File: src/rtl/cpu_pkg.sv
// Shared constants and fetch-state encoding for the 16-bit pipeline.
// Decode and the PC-adder stage use the same bubble encoding.
package cpu_pkg;

  localparam logic [15:0] NOP_INSTR = 16'h0800;
  localparam logic [15:0] RESET_PC  = 16'h0000;

  typedef enum logic [1:0] {
    FETCH = 2'd0,
    DRAIN = 2'd1,
    HOLD  = 2'd2
  } fetch_state_t;

  // Instructions are one 16-bit word, so sequential PCs step by 2 and wrap at 2^16.
  function automatic logic [15:0] pc_incr(input logic [15:0] pc);
    return pc + 16'd2;
  endfunction

  function automatic logic [15:0] pc_align(input logic [15:0] addr);
    return {addr[15:1], 1'b0};
  endfunction

endpackage

File: src/rtl/fetch_stage_if_id_reg.sv
// IF/ID pipeline register: flush beats stall, stall beats load,
// and with nothing to load it inserts a bubble.
module if_id_reg #(
  parameter logic [15:0] NOP_INSTR = 16'h0800
) (
  input  logic        clk,
  input  logic        rst,
  input  logic        flush,
  input  logic        stall,
  input  logic        load,
  input  logic [15:0] load_pc,
  input  logic [15:0] load_instr,
  output logic        valid,
  output logic [15:0] pc,
  output logic [15:0] instr
);

  always_ff @(posedge clk) begin
    if (rst) begin
      valid <= 1'b0;
      pc    <= 16'h0000;
      instr <= NOP_INSTR;
    end else if (flush) begin
      valid <= 1'b0;
      instr <= NOP_INSTR;
    end else if (stall) begin
      valid <= valid;
      pc    <= pc;
      instr <= instr;
    end else if (load) begin
      valid <= 1'b1;
      pc    <= load_pc;
      instr <= load_instr;
    end else begin
      valid <= 1'b0;
      instr <= NOP_INSTR;
    end
  end

endmodule

File: src/rtl/fetch_stage.sv
// Instruction-fetch stage: owns the PC, issues held read requests to
// instruction memory and feeds the IF/ID register.
module fetch_stage
  import cpu_pkg::*;
#(
  parameter logic [15:0] RESET_PC  = cpu_pkg::RESET_PC,
  parameter logic [15:0] NOP_INSTR = cpu_pkg::NOP_INSTR
) (
  input  logic        clk,
  input  logic        rst,
  input  logic        redirect,
  input  logic [15:0] redirect_pc,
  input  logic        stall,
  output logic        imem_req,
  output logic [15:0] imem_addr,
  input  logic        imem_ready,
  input  logic [15:0] imem_rdata,
  output logic        if_valid,
  output logic [15:0] if_pc,
  output logic [15:0] if_instr
);

  fetch_state_t state, state_nx;
  logic [15:0]  pc, pc_nx;
  logic [15:0]  target, target_nx;
  logic [15:0]  buf_word, buf_pc;
  logic         buf_cap;
  logic         load;
  logic [15:0]  load_pc, load_instr;
  logic [15:0]  redirect_tgt;

  assign redirect_tgt = pc_align(redirect_pc);

  // The request and address stay put until the memory answers; only HOLD drops the request.
  assign imem_req  = (state != HOLD);
  assign imem_addr = pc;

  always_ff @(posedge clk) begin
    if (rst) begin
      state    <= FETCH;
      pc       <= RESET_PC;
      target   <= 16'h0000;
      buf_word <= NOP_INSTR;
      buf_pc   <= 16'h0000;
    end else begin
      state  <= state_nx;
      pc     <= pc_nx;
      target <= target_nx;
      if (buf_cap) begin
        buf_word <= imem_rdata;
        buf_pc   <= pc;
      end
    end
  end

  always_comb begin
    state_nx   = state;
    pc_nx      = pc;
    target_nx  = target;
    buf_cap    = 1'b0;
    load       = 1'b0;
    load_pc    = pc;
    load_instr = imem_rdata;
    unique case (state)
      FETCH: begin
        if (imem_ready) begin
          if (redirect) begin
            pc_nx = redirect_tgt;
          end else if (stall) begin
            buf_cap  = 1'b1;
            state_nx = HOLD;
          end else begin
            load  = 1'b1;
            pc_nx = pc_incr(pc);
          end
        end else if (redirect) begin
          target_nx = redirect_tgt;
          state_nx  = DRAIN;
        end
      end
      // The in-flight read must complete before the target can be fetched; its word is dropped.
      DRAIN: begin
        if (redirect) begin
          target_nx = redirect_tgt;
        end
        if (imem_ready) begin
          pc_nx    = redirect ? redirect_tgt : target;
          state_nx = FETCH;
        end
      end
      HOLD: begin
        if (redirect) begin
          pc_nx    = redirect_tgt;
          state_nx = FETCH;
        end else if (!stall) begin
          load       = 1'b1;
          load_pc    = buf_pc;
          load_instr = buf_word;
          pc_nx      = pc_incr(pc);
          state_nx   = FETCH;
        end
      end
      default: state_nx = FETCH;
    endcase
  end

  if_id_reg #(
    .NOP_INSTR(NOP_INSTR)
  ) u_if_id (
    .clk       (clk),
    .rst       (rst),
    .flush     (redirect),
    .stall     (stall),
    .load      (load),
    .load_pc   (load_pc),
    .load_instr(load_instr),
    .valid     (if_valid),
    .pc        (if_pc),
    .instr     (if_instr)
  );

endmodule

File: config.mk
export PLATFORM = sky130hd
export DESIGN_NAME = fetch_stage
export DESIGN_NICKNAME = d
export VERILOG_FILES = /design/src/rtl/cpu_pkg.sv /design/src/rtl/fetch_stage_if_id_reg.sv /design/src/rtl/fetch_stage.sv
export SDC_FILE = /design/constraint.sdc
export NUM_CORES = 1
export LEC_CHECK = 0
export CORE_MARGIN = 10
export CORE_UTILIZATION = 52
export CTS_CLUSTER_SIZE = 16
export DETAILED_ROUTE_END_ITERATION = 16
export PLACE_DENSITY = 0.82
export SYNTH_ARGS = -nofsm -noshare
export SYNTH_HDL_FRONTEND = slang
export SYNTH_SLANG_ARGS = --single-unit
File: constraint.sdc
create_clock -name clk -period 2.4 [get_ports clk]
set_clock_uncertainty 0.2 [all_clocks]
set_input_delay 0.36 -clock clk [delete_from_list [all_inputs] [get_ports clk]]
set_output_delay 0.36 -clock clk [all_outputs]
set_load 0.05 [all_outputs]
==> flow_metrics.py <==
metrics = {
    "run_status": {
        "status": "completed",
    },
    "layout": {
        "drive_gt1_share_pct": 11.80,
        "final_common_cell": "dfxtp_1",
        "num_antenna_cells": 0,
        "multi_input_area_sq_mm": 0.002267,
        "final_area_sq_mm": 0.005714,
        "regArea_sq_mm": 0.001982,
        "num-fill-cells": 691,
        "mostFrequentLayoutCells": "dfxtp_1, clkdlybuf4s50_1, nand2_1",
        "area_growth_pct": 27.53,
        "nets": 643,
        "final_core_util_pct": 68.85,
    },
    "synthesis": {
        "synth_nets": 565,
        "synth_top_area_cell": "dfxtp_1",
        "synth_top_area_share_pct": 44.23,
        "synthArstFlopShare_pct": 0,
        "avgSynthCellArea_sq_um": 8.502,
        "ys.flop_type": "dfxtp_1",
        "synthSimpleGateAreaFrac_pct": 20.44,
        "ys_types": 51,
        "synth.area.mux_share_pct": 11.42,
        "synth_seq_cells": 99,
        "seq_area_frac_synth_pct": 44.23,
        "ys_warn_count": 0,
        "synth_top_family_by_area": "simple AND/OR/NAND/NOR gates",
        "synth_compound_area_share_pct": 18.10,
        "synth_cells": 527,
        "synth_xor_area_share_pct": 0,
        "synth_edf_count": 0,
        "ys_top_cells_by_area": "dfxtp_1, mux2i_1, nand2_1",
        "synthesis.area_sq_mm": 0.004481,
        "synth-adder-area-share_pct": 0.2793,
    },
    "cts": {
        "path_clk_slew_ps": 100,
        "clk_latency_ps": 360,
        "cts_num_sinks": 99,
        "clockRootBuffer": "clkbuf_8",
        "clock_path_buffers": 2,
        "cts_tree": "built",
        "htree_num_levels": 3,
        "numCtsBuffers": 9,
        "post-cts-setup-buffer-count": 0,
    },
    "setup_path": {
        "slowest_stage": "clkdlybuf4s50_1",
        "critPathBufInv": 1,
        "reg2regPathDepth": 5,
        "critPathCaptureType": "primary output",
        "worstPathRequired_ps": 1840,
        "max_stage_delay_ps": 880,
        "cp_top_family": "buffers and inverters",
        "r2r_start": "state[1]",
        "crit_chain": "clkdlybuf4s50_1",
        "start_kind": "register",
        "worstSetupPathType": "register to primary output",
        "worstReg2RegEnd": "imem_addr[8]",
        "worstPathArrival_ps": 1770,
        "rrSetupSlack_ps": 420,
        "cp_max_fo": 9,
    },
    "global_route": {
        "grt_overflow": 0,
        "grt_max_degree": 36,
        "grt_pass1_vias": 4055,
        "grt_pass1_wl_microns": 19750,
        "grt_usage_pct": 18.30,
        "antenna_found_initial": 0,
    },
    "power": {
        "clock_power_share_pct": 30.9,
        "switching_share_pct": 30.03,
        "switchingPower_uw": 1019,
        "seqPwrFrac_pct": 51.7,
        "ir_drop_uv": 398.6,
        "power.density_mw_per_mm2": 594.0,
        "internal_power_uw": 2375,
        "combPwrFrac_pct": 17.4,
        "p_leak_uw": 0.002079,
    },
    "drt": {
        "routed_via_density": 5.663,
        "dr_total_vias": 4049,
        "drc": 0,
        "dr.pass1.iters": 6,
        "wl_microns": 11700,
        "drt_iter0_drc": 252,
        "ant_nets": 0,
        "wl_per_cell_microns": 16.37,
    },
    "place": {
        "hpwl_microns": 8470,
        "dpl_cell_area_sq_mm": 0.005518,
        "port-buffer-count": 85,
        "place.gp.congestion": 0.8455,
    },
    "floorplan": {
        "coreArea_sq_mm": 0.008299,
        "initial_core_util_pct": 53.99,
        "dieArea_sq_mm": 0.01273,
        "die_w_microns": 112.8,
        "fp.dieH_microns": 112.8,
        "ioPinCount": 87,
        "rows": 33,
    },
    "timing": {
        "setup_viol": 0,
        "fin_crit_sh_pct": 97.04,
        "rsz0062_at_grt": "no",
        "maxSlewHeadroom_pct": 63.78,
        "fmax_mhz": 429.4,
        "period_needed_ps": 2329,
        "tns_ps": 0,
        "slew_viol_final": 0,
        "finalHoldViolCount": 0,
        "worstMarginPinSlew_ps": 541.7,
    },
    "flow_run": {
        "drv_cap": 0,
    },
    "min_path": {
        "min_path_cells": 2,
        "min_from": "rst",
        "whs_endpoint": "target[15]",
        "min_path_type": "primary input to register",
    },
}
## power by group through the flow
stage          combinational [uW]  sequential [uW]  clock, uW
3_3_place_gp                  578             1790          0
4_1_cts                       591             1750       1070
6_report                      591             1750       1050
3_5_place_dp                  590             1790          0
2_1_floorplan                 256             1890          0
5_1_grt                       639             1760       1120
## timing repair
| action | CTS | global route |
|---|---|---|
| hold buffers | 0 | 0 |
| resized for setup | 0 | 1 |
| endpoints found under the setup margin | 0 | 1 |
## synth_stat cells, types with 3 or more instances
master / count
a22oi_1: 16
dfxtp_1: 99
o32ai_1: 6
and3_1: 3
mux2i_1: 32
nor2_1: 50
nand3b_1: 3
nand4_1: 4
inv_1: 8
nand2_1: 79
buf_4: 3
a21oi_1: 50
a211oi_1: 18
o211ai_1: 3
clkbuf_1: 26
and2_1: 3
and4_1: 3
mux2_2: 15
nand2b_1: 14
nor2b_1: 4
a31oi_1: 5
nor4_1: 7
buf_2: 15
nand3_1: 8
nor3b_1: 3
o21ai_0: 18
## final cells by class
type                            instances  share of cell area, %
Clock inverter                          6                 0.9415
Timing Repair Buffer                  114                  19.40
Tap cell                              105                  2.299
Clock buffer                           10                  2.409
Inverter                                9                 0.5912
Multi-Input combinational cell        372                  39.68
Sequential cell                        99                  34.68
## per-stage QoR
step / worst slack, ps / hold WS [ps] / instances / power [uW]
final: 70.95 / 229.8 / 715 / 3394
after detailed placement: 148.5 / 245.0 / 699 / 2381
after CTS: 16.55 / 212.6 / 715 / 3412
after floorplan: 414.9 / 232.2 / 527 / 2147
after global placement: 169.6 / 237.6 / 699 / 2366
after global routing: 11.22 / 237.3 / 715 / 3526
## logic make-up after synthesis
group | Yosys count
AO/OA/AOI/OAI | 128
flip-flops | 99
buffers and inverters | 56
multiplexers | 49
AND/OR/NAND/NOR | 194
adder cells (fa/ha/maj) | 1
## how the worst max path moves through the flow
stage                             from          endpoint  slack (ps)  depth (start not counted)
after floorplan           imem_addr[3]     imem_addr[12]         410                          5
after global placement        redirect  u_if_id.instr[0]         170                          7
after detailed placement      redirect    u_if_id.pc[14]         150                          6
after CTS                     state[1]          imem_req          20                          3
after global routing      imem_addr[7]      imem_addr[7]          10                          1
final                     imem_addr[1]      imem_addr[1]          70                          1
## state kept, by name, indices dropped and copies added (netlist names)
name and flops:
buf_pc 16, buf_word 16, imem_addr 16, state 2, target 16, u_if_id.instr 16
u_if_id.pc 16, u_if_id.valid 1
## routing by layer
layer | global-route usage (%) | vias up | wire, microns
met5 | 0 | - | 0
met4 | 7.276 | 0 | 259
met3 | 4.226 | 21 | 830
met2 | 29.61 | 149 | 5656
met1 | 22.98 | 1860 | 4957
li1 | - | 2019 | -
Power figures use the tool's default switching activity.
